$ cat src/rtl/tron_alu_pkg.sv
// Shared constants and types for the ALU share arbiter: ALU op encodings,
// flag bit positions and the arbiter FSM state encoding.
package tron_alu_pkg;

   localparam logic [2:0] OP_ADD       = 3'd0;
   localparam logic [2:0] OP_AND       = 3'd1;
   localparam logic [2:0] OP_OR        = 3'd2;
   localparam logic [2:0] OP_XOR       = 3'd3;
   localparam int         INST_SUB_BIT = 3;

   localparam int FLAG_C = 0;
   localparam int FLAG_L = 1;
   localparam int FLAG_F = 2;
   localparam int FLAG_Z = 3;
   localparam int FLAG_N = 4;

   typedef enum logic [1:0] {
      ST_IDLE = 2'd0,
      ST_EXEC = 2'd1,
      ST_RESP = 2'd2
   } state_e;

   function automatic logic [4:0] flag_update(input logic       wr,
                                              input logic [4:0] cur,
                                              input logic [4:0] nxt);
      logic [4:0] res;
      if (wr) begin
         res = nxt;
      end else begin
         res = cur;
      end
      return res;
   endfunction

endpackage

$ cat src/rtl/rr_arbiter.sv
// Combinational round-robin picker: the first requesting index after
// last_grant_i (wrapping) wins. The caller owns the last_grant register.
module rr_arbiter #(
   parameter int NREQ = 2,
   parameter int IDXW = (NREQ > 2) ? 2 : 1
) (
   input  logic [NREQ-1:0] req_i,
   input  logic [IDXW-1:0] last_grant_i,
   output logic [NREQ-1:0] grant_o,
   output logic [IDXW-1:0] grant_idx_o
);

   logic [IDXW-1:0] cand_s;
   logic            found_s;

   // Scan candidates in rotating priority order starting just after the last winner.
   always_comb begin
      grant_o     = '0;
      grant_idx_o = '0;
      cand_s      = '0;
      found_s     = 1'b0;
      for (int k = 1; k <= NREQ; k++) begin
         cand_s = IDXW'((32'(last_grant_i) + 32'(k)) % 32'(NREQ));
         if (!found_s && req_i[cand_s]) begin
            found_s         = 1'b1;
            grant_o[cand_s] = 1'b1;
            grant_idx_o     = cand_s;
         end else begin
            found_s = found_s;
         end
      end
   end

endmodule

$ cat src/rtl/alu_share_arbiter.sv
// Shares one ALU between NREQ requesters: round-robin grant, one op in flight,
// response register with captured result/flags, and the architectural flag register.
module alu_share_arbiter
   import tron_alu_pkg::*;
#(
   parameter int WIDTH = 16,
   parameter int NREQ  = 2
) (
   input  logic                  clk,
   input  logic                  reset,
   input  logic [NREQ-1:0]       req_valid,
   output logic [NREQ-1:0]       req_ready,
   input  logic [NREQ*WIDTH-1:0] req_a,
   input  logic [NREQ*WIDTH-1:0] req_b,
   input  logic [NREQ*4-1:0]     req_inst,
   input  logic [NREQ-1:0]       req_flagwr,
   output logic [WIDTH-1:0]      alu_reg1,
   output logic [WIDTH-1:0]      alu_reg2,
   output logic [3:0]            alu_inst,
   output logic                  alu_flagwr,
   input  logic [WIDTH-1:0]      alu_result,
   input  logic [4:0]            alu_flags,
   output logic [NREQ-1:0]       rsp_valid,
   input  logic [NREQ-1:0]       rsp_ready,
   output logic [WIDTH-1:0]      rsp_result,
   output logic [4:0]            rsp_flags,
   output logic [4:0]            flags_q,
   output logic                  busy
);

   localparam int IDXW = (NREQ > 2) ? 2 : 1;

   state_e            state_q,      state_d;
   logic [IDXW-1:0]   last_grant_q, last_grant_d;
   logic [IDXW-1:0]   op_id_q,      op_id_d;
   logic [WIDTH-1:0]  op_a_q,       op_a_d;
   logic [WIDTH-1:0]  op_b_q,       op_b_d;
   logic [3:0]        op_inst_q,    op_inst_d;
   logic              op_flagwr_q,  op_flagwr_d;
   logic [NREQ-1:0]   rsp_valid_q,  rsp_valid_d;
   logic [WIDTH-1:0]  rsp_result_q, rsp_result_d;
   logic [4:0]        rsp_flags_q,  rsp_flags_d;
   logic [4:0]        flag_arch_q,  flag_arch_d;
   logic [NREQ-1:0]   req_ready_s;
   logic [NREQ-1:0]   grant_s;
   logic [IDXW-1:0]   grant_idx_s;

   rr_arbiter #(
      .NREQ (NREQ),
      .IDXW (IDXW)
   ) u_rr_arbiter (
      .req_i        (req_valid),
      .last_grant_i (last_grant_q),
      .grant_o      (grant_s),
      .grant_idx_o  (grant_idx_s)
   );

   // Op registers are cleared when leaving EXEC, so the ALU sees zeros outside EXEC.
   assign alu_reg1   = op_a_q;
   assign alu_reg2   = op_b_q;
   assign alu_inst   = op_inst_q;
   assign alu_flagwr = op_flagwr_q;
   assign rsp_valid  = rsp_valid_q;
   assign rsp_result = rsp_result_q;
   assign rsp_flags  = rsp_flags_q;
   assign flags_q    = flag_arch_q;
   assign busy       = (state_q != ST_IDLE);
   assign req_ready  = req_ready_s & {NREQ{~reset}};

   // Next-state, grant acceptance, result capture and response handshake.
   always_comb begin
      state_d      = state_q;
      last_grant_d = last_grant_q;
      op_id_d      = op_id_q;
      op_a_d       = op_a_q;
      op_b_d       = op_b_q;
      op_inst_d    = op_inst_q;
      op_flagwr_d  = op_flagwr_q;
      rsp_valid_d  = rsp_valid_q;
      rsp_result_d = rsp_result_q;
      rsp_flags_d  = rsp_flags_q;
      flag_arch_d  = flag_arch_q;
      req_ready_s  = '0;
      case (state_q)
         ST_IDLE: begin
            if (|req_valid) begin
               req_ready_s  = grant_s;
               op_a_d       = req_a[grant_idx_s*WIDTH +: WIDTH];
               op_b_d       = req_b[grant_idx_s*WIDTH +: WIDTH];
               op_inst_d    = req_inst[grant_idx_s*4 +: 4];
               op_flagwr_d  = req_flagwr[grant_idx_s];
               op_id_d      = grant_idx_s;
               last_grant_d = grant_idx_s;
               state_d      = ST_EXEC;
            end else begin
               state_d = ST_IDLE;
            end
         end
         ST_EXEC: begin
            rsp_result_d          = alu_result;
            rsp_flags_d           = alu_flags;
            flag_arch_d           = flag_update(op_flagwr_q, flag_arch_q, alu_flags);
            rsp_valid_d           = '0;
            rsp_valid_d[op_id_q]  = 1'b1;
            op_a_d                = '0;
            op_b_d                = '0;
            op_inst_d             = 4'd0;
            op_flagwr_d           = 1'b0;
            state_d               = ST_RESP;
         end
         ST_RESP: begin
            if (rsp_ready[op_id_q]) begin
               rsp_valid_d = '0;
               state_d     = ST_IDLE;
            end else begin
               state_d = ST_RESP;
            end
         end
         default: begin
            rsp_valid_d = '0;
            op_a_d      = '0;
            op_b_d      = '0;
            op_inst_d   = 4'd0;
            op_flagwr_d = 1'b0;
            state_d     = ST_IDLE;
         end
      endcase
   end

   // State and datapath registers; reset drops any op in flight.
   always_ff @(posedge clk or posedge reset) begin
      if (reset) begin
         state_q      <= ST_IDLE;
         last_grant_q <= IDXW'(NREQ - 1);
         op_id_q      <= '0;
         op_a_q       <= '0;
         op_b_q       <= '0;
         op_inst_q    <= 4'd0;
         op_flagwr_q  <= 1'b0;
         rsp_valid_q  <= '0;
         rsp_result_q <= '0;
         rsp_flags_q  <= 5'd0;
         flag_arch_q  <= 5'd0;
      end else begin
         state_q      <= state_d;
         last_grant_q <= last_grant_d;
         op_id_q      <= op_id_d;
         op_a_q       <= op_a_d;
         op_b_q       <= op_b_d;
         op_inst_q    <= op_inst_d;
         op_flagwr_q  <= op_flagwr_d;
         rsp_valid_q  <= rsp_valid_d;
         rsp_result_q <= rsp_result_d;
         rsp_flags_q  <= rsp_flags_d;
         flag_arch_q  <= flag_arch_d;
      end
   end

endmodule

$ cat config.mk
export PLATFORM = sky130hd
export DESIGN_NAME = alu_share_arbiter
export DESIGN_NICKNAME = d
export VERILOG_FILES = /design/src/rtl/tron_alu_pkg.sv /design/src/rtl/rr_arbiter.sv /design/src/rtl/alu_share_arbiter.sv
export SDC_FILE = /design/constraint.sdc
export NUM_CORES = 1
export LEC_CHECK = 0
export BUFFER_PORTS_ARGS = -buffer_cell sky130_fd_sc_hd__buf_2
export CAP_MARGIN = 40
export CORE_MARGIN = 3
export CORE_UTILIZATION = 25
export DETAILED_ROUTE_END_ITERATION = 7
export SYNTH_ARGS = -nofsm -noshare
export SYNTH_HDL_FRONTEND = slang
export SYNTH_SLANG_ARGS = --single-unit
$ cat constraint.sdc
create_clock -name clk -period 3.2 [get_ports clk]
set_input_delay 0.64 -clock clk [delete_from_list [all_inputs] [get_ports clk]]
set_output_delay 0.64 -clock clk [all_outputs]
set_load 0.02 [all_outputs]
* Word level (Yosys, flattened, before mapping)
Index checks and enable logic that the tools add are counted.
Cells by class: bitwise operators 5, equality and inequality tests 4, reductions and logical operators 12, shift-type cells 3, $lt $le $gt $ge 7, mux-type cells 34, add/subtract/negate cells 2
Operator list (number):
- one-hot mux 16 bit (2 select lines) | 2
- variable part select 32 x 6 -> 16 bit | 2
- 2-to-1 mux 16 bit | 2
- 2-to-1 mux 1 bit | 16
- 2-to-1 mux 2 bit | 6
- one-hot mux 2 bit (3 select lines) | 2
- less-than comparator 1 x 2 -> 1 bit (second input constant) | 4
- one-hot mux 4 bit (2 select lines) | 1
- AND reduction 2 bit | 4
- variable part select 8 x 4 -> 4 bit | 1
- logical AND 1 bit | 4
- 2-to-1 mux 4 bit | 1
- inequality test 2 bit (second input constant) | 2
- demux 1 bit (select 1 bit) | 3
- greater-or-equal comparator 1 bit (second input constant) | 3
- inverter 1 bit | 3
- adder 1 bit (second input constant) | 2
- bitwise AND 2 bit | 1
- == test 2 x 1 -> 1 bit (second input constant) | 1
- == test 2 bit (second input constant) | 1
- logical NOT 2 bit | 1
- bitwise OR 2 bit | 1
- one-hot mux 1 bit (2 select lines) | 1
- nonzero test 2 bit | 1
- other kinds (2) | 2
Storage, ports and cells: output and inout bits 68, bits in registers 69, bits of input ports 101

* Longest topological paths before layout
Gate-level depths: netlist of the first run.
depth in word-level cells 11, mapped depth 5, gate-level depth less buffers 3

* Cells and area by module
From an unflattened synthesis of the first run, not the netlist that was laid out.
Unflattened totals: cells, all modules 212, area, all modules 3061.7 um^2
Modules (own cells, without submodules):
- alu_share_arbiter | area each 3035.4 um^2, cells an instance 208, instances 1
- rr_arbiter | area each 26.3 um^2, cells an instance 4, instances 1

* Least setup slack after synthesis of the first run
OpenSTA, ideal clock, no wires.
kind input -> output, start in reset, end out req_ready[0], data arrival time 2.562 ns, cell stages on the path 2, slack -0.002 ns, buffers on the path 0, path through inv_1 -> and3_1
Between the ends: cells in the longest elaborated chain, start to end 2
RTL lines:
- from (decl) | line alu_share_arbiter.sv:10 | input logic reset,
- inverter 1 bit | line alu_share_arbiter.sv:68 | assign req_ready = req_ready_s & {NREQ{~reset}};
- bitwise AND 2 bit | line alu_share_arbiter.sv:68
- to (decl) | line alu_share_arbiter.sv:12 | output logic [NREQ-1:0] req_ready,
Every way passes these cells.

* Worst setup path in the final report of the first run
start reg state_q[1], end out req_ready[1]
Between the ends: cells in the longest elaborated chain, start to end 3
RTL lines:
- from (decl) | line alu_share_arbiter.sv:33 | state_e state_q, state_d;
- from (signal assigned) | line alu_share_arbiter.sv:145 | state_q <= state_d;
- logical NOT 2 bit | line alu_share_arbiter.sv:84 | case (state_q)
- 2-to-1 mux 2 bit | line alu_share_arbiter.sv:84
- bitwise AND 2 bit | line alu_share_arbiter.sv:68
Every way passes these cells.

==> results of run 1 <==
==> worst min path at each step <==
stage | cells after the start | start | slack (ps) | to
2_1_floorplan | 2 | last_grant_q | 510 | last_grant_q
3_3_place_gp | 1 | rsp_result[14] | 480 | rsp_result[14]
3_5_place_dp | 1 | rsp_result[3] | 490 | rsp_result[3]
4_1_cts | 3 | reset | 440 | rsp_result[15]
5_1_grt | 3 | reset | 480 | op_id_q
6_report | 3 | reset | 440 | state_q[1]
==> flip-flops by register name, indices dropped and copies added, names as in the netlist <==
signal / count
alu_reg1: 16
alu_reg2: 16
rsp_result: 16
flags_q: 5
rsp_flags: 5
alu_inst: 4
rsp_valid: 2
state_q: 2
alu_flagwr: 1
last_grant_q: 1
op_id_q: 1
==> metal layers <==
metal / part of all wire, % / GRT usage, % / vias to the layer above
met5: 0 / 0 / -
met4: 1.9 / 5.24 / 0
met3: 7.8 / 2.95 / 15
met2: 48 / 21.2 / 122
met1: 43 / 15.1 / 1185
li1: - / - / 1169
==> final cells by class <==
class / instances / area, um^2 / area share (%)
clock buffers: 10 / 239 / 5.60
inverters: 3 / 15.0 / 0.352
repair buffers: 175 / 906 / 21.2
clock inverters: 6 / 110 / 2.58
multi-input cells: 127 / 1090 / 25.5
flip-flops and latches: 69 / 1730 / 40.5
well taps: 143 / 179 / 4.20
==> logic make-up (layout without fill, tap and decap cells) <==
| family | Yosys count | in the layout | synth area share [%] |
|---|---|---|---|
| buffers and inverters | 22 | 194 | 5.15 |
| multiplexers | 27 | 27 | 10.2 |
| AND/OR/NAND/NOR | 53 | 53 | 11.2 |
| flip-flops | 69 | 69 | 58.3 |
| AO/OA/AOI/OAI | 47 | 47 | 15.1 |
==> stage by stage <==
stage | util, % | cells | hold slack [ps] | instance area [um^2] | total power [uW]
6_report | 37.0 | 533 | 438 | 4260 | 4760
5_1_grt | 37.0 | 533 | 479 | 4260 | 5070
3_5_place_dp | 34.0 | 517 | 488 | 3920 | 3670
3_3_place_gp | 33.8 | 516 | 481 | 3890 | 3620
4_1_cts | 37.0 | 533 | 441 | 4260 | 4840
2_1_floorplan | - | 218 | 511 | 2970 | 2990
==> power by group <==
group	switching, uW	leakage [uW]	internal [uW]	total (uW)
Sequential	269	0.000857	1320	1590
Clock	367	0.000165	781	1150
Combinational	1180	0.00126	845	2030
==> worst max-delay path, cell delays in order (launching register included) <==
cell and delay [ps]:
dfrtp_1 500, nor3b_2 280, a21boi_4 220, and2_1 150, buf_2 170
==> cells in the final DEF, fill, tap and decap left out, types with 2 or more instances in the layout <==
cell type,Yosys,layout
bufinv_16,0,3
and3_1,38,38
dfrtp_1,68,68
a21oi_1,2,2
mux2_2,26,26
nand2b_1,4,4
clkbuf_16,0,9
buf_2,2,168
nor2_1,4,4
a221o_1,37,37
a32o_1,2,2
o21ai_0,4,4
buf_4,2,6
clkinvlp_4,0,3
==> synthesized netlist by cell type <==
master | n | area (um^2)
dfrtp_1 | 68 | 1700
and3_1 | 38 | 238
a221o_1 | 37 | 370
mux2_2 | 26 | 293
buf_6 | 8 | 90.1
clkbuf_1 | 7 | 26.3
nand2b_1 | 4 | 25.0
nor2_1 | 4 | 15.0
o21ai_0 | 4 | 20.0
a21oi_1 | 2 | 10.0
a32o_1 | 2 | 20.0
buf_2 | 2 | 10.0
buf_4 | 2 | 15.0
inv_1 | 2 | 7.51
nor3b_2 | 2 | 25.0
a21boi_4 | 1 | 18.8
and2_1 | 1 | 6.26
dfstp_2 | 1 | 26.3
inv_2 | 1 | 3.75
mux2i_1 | 1 | 10.0
nand2_1 | 1 | 3.75
nand3_1 | 1 | 5.00
nand3b_1 | 1 | 7.51
o21a_1 | 1 | 7.51
or2_2 | 1 | 6.26
==> metrics, run 1 <==
std cell rows 39; R2R Path End alu_inst[1]; initial DRC count 76; status finished clean; power per cell area 1120 nW/um^2; Setup crit start kind register; Setup-failing EPs final 0; R2R Path Start state_q[0]; Sinks on Clock Net 69; Synthesized Nets 319; vias after detailed routing 2491; CP Class register to primary output; Max H-tree Level 3; Port Buffers 168; Achievable Freq 440 MHz; Die Area 13200 um^2; RSZ-0062 raised after global routing no; fin crit period 2270 ps; worst path required time 2560 ps; Worst Setup EP req_ready[1]; min-delay worst type input pin to async pin; first-pass GRT wire length 12.7 mm; clock slew at reported path FFs 60 ps; TritonCTS Buffers 9; Least-Margin Pin Slew 687 ps; core area 11500 um^2; Final Cycle Share 71.1%; pin count of the biggest net entering global routing 40; PnR worst setup slack 925 ps; drt pass-1 iters 4; vias in the first global route 2502; R2R Setup Slk 1360 ps; fill cell count 1167; critical path launch point state_q[1]; Ys Warns 0; Critical Path End Type primary output; cts-stage hold buffer count 0; clk_skew 6.56 ps; Final nets 486; Worst EP arrival 1630 ps; final number of hold-violating endpoints 0; routability cong. 0.723; final WL 8.31 mm; Area Overhead vs Synth 44.0%; Mapped Cells 218; leakage power 0.00228 uW; initial antenna violation count 0; Top-Level Pins 169; die height 115 um; R2R cell count 4; Max VDD drop 0.000282 V; post-DR vias/cell 4.67; DP Worst Slack 971 ps; chip width 115 um; max_cap viols 0; register bit total from synthesis 69; share of cells above drive strength 1 57.4%; Crit Path Max Fanout 9; Tot GR Track Use 12.5%; Starting Density 25.7%; Root Buffer clkbuf_16; dpl hpwl 6.18 mm; Max Root-Sink Buffers 2; Netlist cell types 25; relative max-transition margin 54.2%; Mapped Area 2960 um^2; DR WL/cell 15.6 um; n_diodes 0; syn avg cell area 13.6 um^2; DRC Markers 0; CTS tree built; global route overflow 0; setup TNS 0 ps; Clk Latency, worst-skew pair 330 ps; Seq/Total Area, Yosys 58.3%; Post-DRT Antenna Nets 0; post-CTS sizing 0; setup bufs post-CTS 0; Max Slew Vio Count 0
(Power assumes the default switching activity.)
==> run 2: changes to the inputs <==
--- a/config.mk
+++ b/config.mk
@@ -5,6 +5,7 @@
 export SDC_FILE = /design/constraint.sdc
 export NUM_CORES = 1
 export LEC_CHECK = 0
+export ABC_AREA = 1
 export BUFFER_PORTS_ARGS = -buffer_cell sky130_fd_sc_hd__buf_2
 export CAP_MARGIN = 40
 export CORE_MARGIN = 3
==> constraint.sdc (replaced) <==
create_clock -name clk -period 2 [get_ports clk]
set_input_delay 0.4 -clock clk [delete_from_list [all_inputs] [get_ports clk]]
set_output_delay 0.4 -clock clk [all_outputs]
set_load 0.02 [all_outputs]
==> run 2 against run 1 <==
Cell count rose by 51%; cell area is 11% higher; hold slack worse by 340 ps; utilization shrank 0.41 points; largest power group unchanged; highest routed layer is now met5; first-iteration DRC count rose by 150%; flip-flop and latch count stayed put; worst setup slack worse by 790 ps; die area up 14%.
==> metrics, run 2 <==
post-CTS sizing 0; Max Root-Sink Buffers 2; register bit total from synthesis 69; Root Buffer clkbuf_16; Final nets 728; Mapped Area 3400 um^2; share of cells above drive strength 1 32.8%; final instance area 4730 um^2; Async SR Flop Fraction 100%; area leader, netlist dfrtp_1; Area Overhead vs Synth 39.3%; max_cap viols 0; final number of hold-violating endpoints 0; Crit Path Max Fanout 4; Sinks on Clock Net 69; syn avg cell area 7.40 um^2; worst path required time 1600 ps; drt pass-1 iters 4; setup bufs post-CTS 0; core area 12900 um^2; Setup-failing EPs final 0; TritonCTS Buffers 9; Ys Warns 0; Synthesized Nets 560; power per cell area 1520 nW/um^2; Max VDD drop 0.000499 V; Post-DRT Antenna Nets 0; fin crit period 1860 ps; area post-placement 4410 um^2; ys flop type dfrtp_1; routability cong. 0.710; min-delay worst type input pin to async pin; first-pass GRT wire length 15.4 mm; Mapped Cells 459; CP Class register to primary output; post-synth top area share 50.1%; Met3 Wirelength 768 um; hold_ws 102 ps; die height 123 um; placed insts 788; relative max-transition margin 70.7%; DRT met1 WL 4.20 mm; top cells by count, synth nand2_1, inv_1, nand3_1; Non-Filler Instances 804; DRC Markers 0; chip width 123 um; final WL 9.69 mm; post-DR vias/cell 4.10; dpl hpwl 7.07 mm; Post-synth EDFFs 0; Die Area 15000 um^2; n_diodes 0; Final Cycle Share 93.2%; RSZ-0062 raised after global routing no; initial antenna violation count 1; Least-Margin Pin Slew 439 ps; Tot GR Track Use 13.2%; Setup crit start kind register; clock slew at reported path FFs 50 ps; Seq/Total Area, Yosys 50.9%; pin count of the biggest net entering global routing 38; Netlist cell types 17; setup TNS 0 ps; Achievable Freq 537 MHz; top sig layer met5; Critical Path End Type primary output; CTS tree built; ranking of synthesized cells by area dfrtp_1, nand2_1, nand3_1; Worst EP arrival 1460 ps; leakage power 0.00295 uW; most common cell in the netlist nand2_1; clk_skew 4.34 ps; vias in the first global route 3173; Port Buffers 168; Starting Density 26.3%; DR WL/cell 12.1 um; Max Slew Vio Count 0; Max H-tree Level 3; initial DRC count 188; metal2 WL 4.61 mm; global route overflow 0; std cell rows 41; Top-Level Pins 169; cts-stage hold buffer count 0; vias after detailed routing 3298; status finished clean; Clk Latency, worst-skew pair 330 ps; most common cell after layout, fill and taps aside nand2_1; most frequent cells in the layout nand2_1, buf_2, inv_1
## run 2: path summary, 6_finish.rpt
| kind | from | endpoint | slack, ps | depth (start not counted) |
|---|---|---|---|---|
| max | last_grant_q | req_ready[0] | 140 | 5 |
| min | reset | state_q[0] | 100 | 2 |
| max reg2reg | last_grant_q | alu_inst[3] | 650 | 6 |
| min reg2reg | rsp_result[11] | rsp_result[11] | 470 | 2 |
| max in group asynchronous | reset | alu_reg1[9] | 1330 | 3 |
| min in group clk | alu_result[0] | rsp_result[0] | 280 | 3 |
## run 2: cell type report
type,instances,area (um^2)
clock buffers,10,239
clock inverters,6,86.3
fillers,1420,8190
inverters,86,327
multi-input cells,281,1190
flip-flops and latches,69,1730
well taps,172,215
repair buffers,180,943
## run 2: through the flow
stage | power, uW | util (%) | setup slack [ps]
global placement | 5570 | 34.1 | 440
detailed placement | 5610 | 34.1 | 451
global route | 7780 | 36.6 | 58.0
floorplan | 4480 | - | 312
finish | 7220 | 36.6 | 137
CTS | 7360 | 36.6 | 86.1
## run 2: worst max-delay path: stages, from the launching register on
cell     delay [ps]
dfstp_2         510
inv_1            40
nand2_1         110
nand2_1          70
nor3_1          190
buf_2           220
## run 2: where the power goes
part	internal (uW)	leakage, uW	switching (uW)
combinational	1020	0.00192	2130
sequential	2030	0.000868	336
clock	1120	0.000158	582
## run 2: logic make-up (layout without fill, tap and decap cells)
| family | count (synthesis) | in the layout | share of synthesized area (%) |
|---|---|---|---|
| AND/OR/NAND/NOR | 269 | 269 | 33.3 |
| buffers and inverters | 109 | 282 | 14.1 |
| flip-flops | 69 | 69 | 50.9 |
| AO/OA/AOI/OAI | 12 | 12 | 1.77 |
## run 2: layer usage
layer | up-vias | GRT usage [%]
met2 | 111 | 22.2
li1 | 1701 | -
met3 | 8 | 4.42
met4 | 2 | 3.78
met1 | 1476 | 16.0
met5 | - | 0
==> run 3: changes to the inputs <==
--- a/config.mk
+++ b/config.mk
@@ -8,6 +8,7 @@
 export ABC_AREA = 1
 export BUFFER_PORTS_ARGS = -buffer_cell sky130_fd_sc_hd__buf_2
 export CAP_MARGIN = 40
+export CORE_ASPECT_RATIO = 0.8
 export CORE_MARGIN = 3
 export CORE_UTILIZATION = 25
 export DETAILED_ROUTE_END_ITERATION = 7
==> run 3 against run 2 <==
Utilization fell by 0.35 points; count of clock-buffer cells in the layout up 1; cell count is 0.37% higher; fmax increased by 2.6%; clock power down 4%; combinational power barely moved; sequential power is essentially flat; routed wire length fell by 1.3%; critical path type unchanged; highest routed layer is now met4.
==> metrics, run 3 (same netlist as run 2, synthesis figures left out) <==
final core utilization 36.3%; Clk Latency, worst-skew pair 320 ps; max_cap viols 0; clock share of power 22.9%; Reg power frac 33.2%; Starting Density 26.0%; most common cell after layout, fill and taps aside nand2_1; Area Overhead vs Synth 39.4%; Crit Path Max Fanout 4; CP Class register to primary output; Comb power frac 44.0%; Setup-failing EPs final 0; leakage power 0.00295 uW; internal power 4080 uW; vias in the first global route 3012; worst path required time 1600 ps; Setup crit start kind register; Sinks on Clock Net 69; DR WL/cell 11.9 um; core area 13100 um^2; final WL 9.57 mm; dpl hpwl 7.26 mm; Top-Level Pins 169; Root Buffer clkbuf_16; relative max-transition margin 70.5%; switch share 42.7%; min-delay worst type input pin to async pin; Worst EP arrival 1420 ps; die height 110 um; Post-DRT Antenna Nets 0; CP most frequent cell nand2_1; Max stage delay on crit path 510 ps; routability cong. 0.718; cts-stage hold buffer count 0; n_diodes 0; Sw Pwr 3050 uW; Max Slew Vio Count 0; first-pass GRT wire length 15.2 mm; clock slew at reported path FFs 60 ps; Max VDD drop 0.000838 V; most frequent cells in the layout nand2_1, buf_2, inv_1; post-DR vias/cell 4.06; Critical Path End Type primary output; Tot GR Track Use 12.9%; fill cell count 1431; drt pass-1 iters 4; chip width 136 um; setup TNS 0 ps; initial DRC count 120; pin count of the biggest net entering global routing 39; CTS tree built; Achievable Freq 551 MHz; Die Area 15000 um^2; initial antenna violation count 0; DRC Markers 0; Final Cycle Share 90.8%; power per cell area 1500 nW/um^2; final number of hold-violating endpoints 0; status finished clean; Max H-tree Level 3; global route overflow 0; std cell rows 37; crit-path cells inv_1, nand2_1, nand2_1, nand2_1, nor2_1, buf_2; slowest CP cell dfstp_2; Max Root-Sink Buffers 2; Multi-input gate area 1190 um^2; RSZ-0062 raised after global routing no; post-CTS sizing 0; Sequential cell area 1730 um^2; share of cells above drive strength 1 32.8%; clk_skew 3.81 ps; setup bufs post-CTS 0; TritonCTS Buffers 9; Least-Margin Pin Slew 442 ps; fin crit period 1820 ps; Final nets 728; vias after detailed routing 3273; Port Buffers 168
run 3: stage by stage:
stage | std cells | worst slack (ps) | instance area (um^2) | power, uW | hold slack [ps]
2_1_floorplan | 459 | 312 | 3400 | 4480 | 470
3_3_place_gp | 791 | 488 | 4420 | 5560 | 395
3_5_place_dp | 791 | 493 | 4420 | 5590 | 399
4_1_cts | 807 | 123 | 4730 | 7270 | 41.3
5_1_grt | 807 | 75.7 | 4730 | 7720 | 51.4
6_report | 807 | 184 | 4730 | 7130 | 44.3
run 3: final timing paths:
path                            endpoint  slack (ps)           from  cells after the start
max in group asynchronous    alu_reg1[4]        1480          reset                      3
min reg2reg                rsp_result[7]         470  rsp_result[7]                      2
max                         req_ready[1]         180   last_grant_q                      6
min                         alu_reg2[10]          40          reset                      2
max reg2reg                 alu_reg2[13]         590   last_grant_q                      6
min in group clk           rsp_result[4]         270  alu_result[4]                      3
run 3: final cells by class:
cell class	count	area share, %
Sequential cell	69	36.5
Multi-Input combinational cell	281	25.2
Timing Repair Buffer	180	20.2
Inverter	86	6.90
Clock buffer	11	5.34
Tap cell	175	4.62
Clock inverter	5	1.22
run 3: worst max-delay path: cells and delay by family (launching register included):
family                 cells  cell delay, ps
buffers and inverters      2             190
DFF                        1             510
and+or+nand+nor            4             380
run 3: power groups by stage:
| stage | clock network (uW) | registers (uW) | logic, uW |
|---|---|---|---|
| 2_1_floorplan | 0 | 3070 | 1420 |
| 3_3_place_gp | 0 | 2380 | 3180 |
| 3_5_place_dp | 0 | 2380 | 3210 |
| 4_1_cts | 1700 | 2370 | 3210 |
| 5_1_grt | 1760 | 2440 | 3520 |
| 6_report | 1630 | 2360 | 3130 |
run 3: routing by layer:
layer | vias up | GRT usage (%) | wire length (um) | part of all wire, %
li1 | 1704 | - | - | -
met1 | 1459 | 17.7 | 4710 | 49
met2 | 101 | 20.2 | 4190 | 44
met3 | 9 | 3.58 | 587 | 6.1
met4 | 0 | 3.24 | 86 | 0.90
met5 | - | 0 | 0 | 0
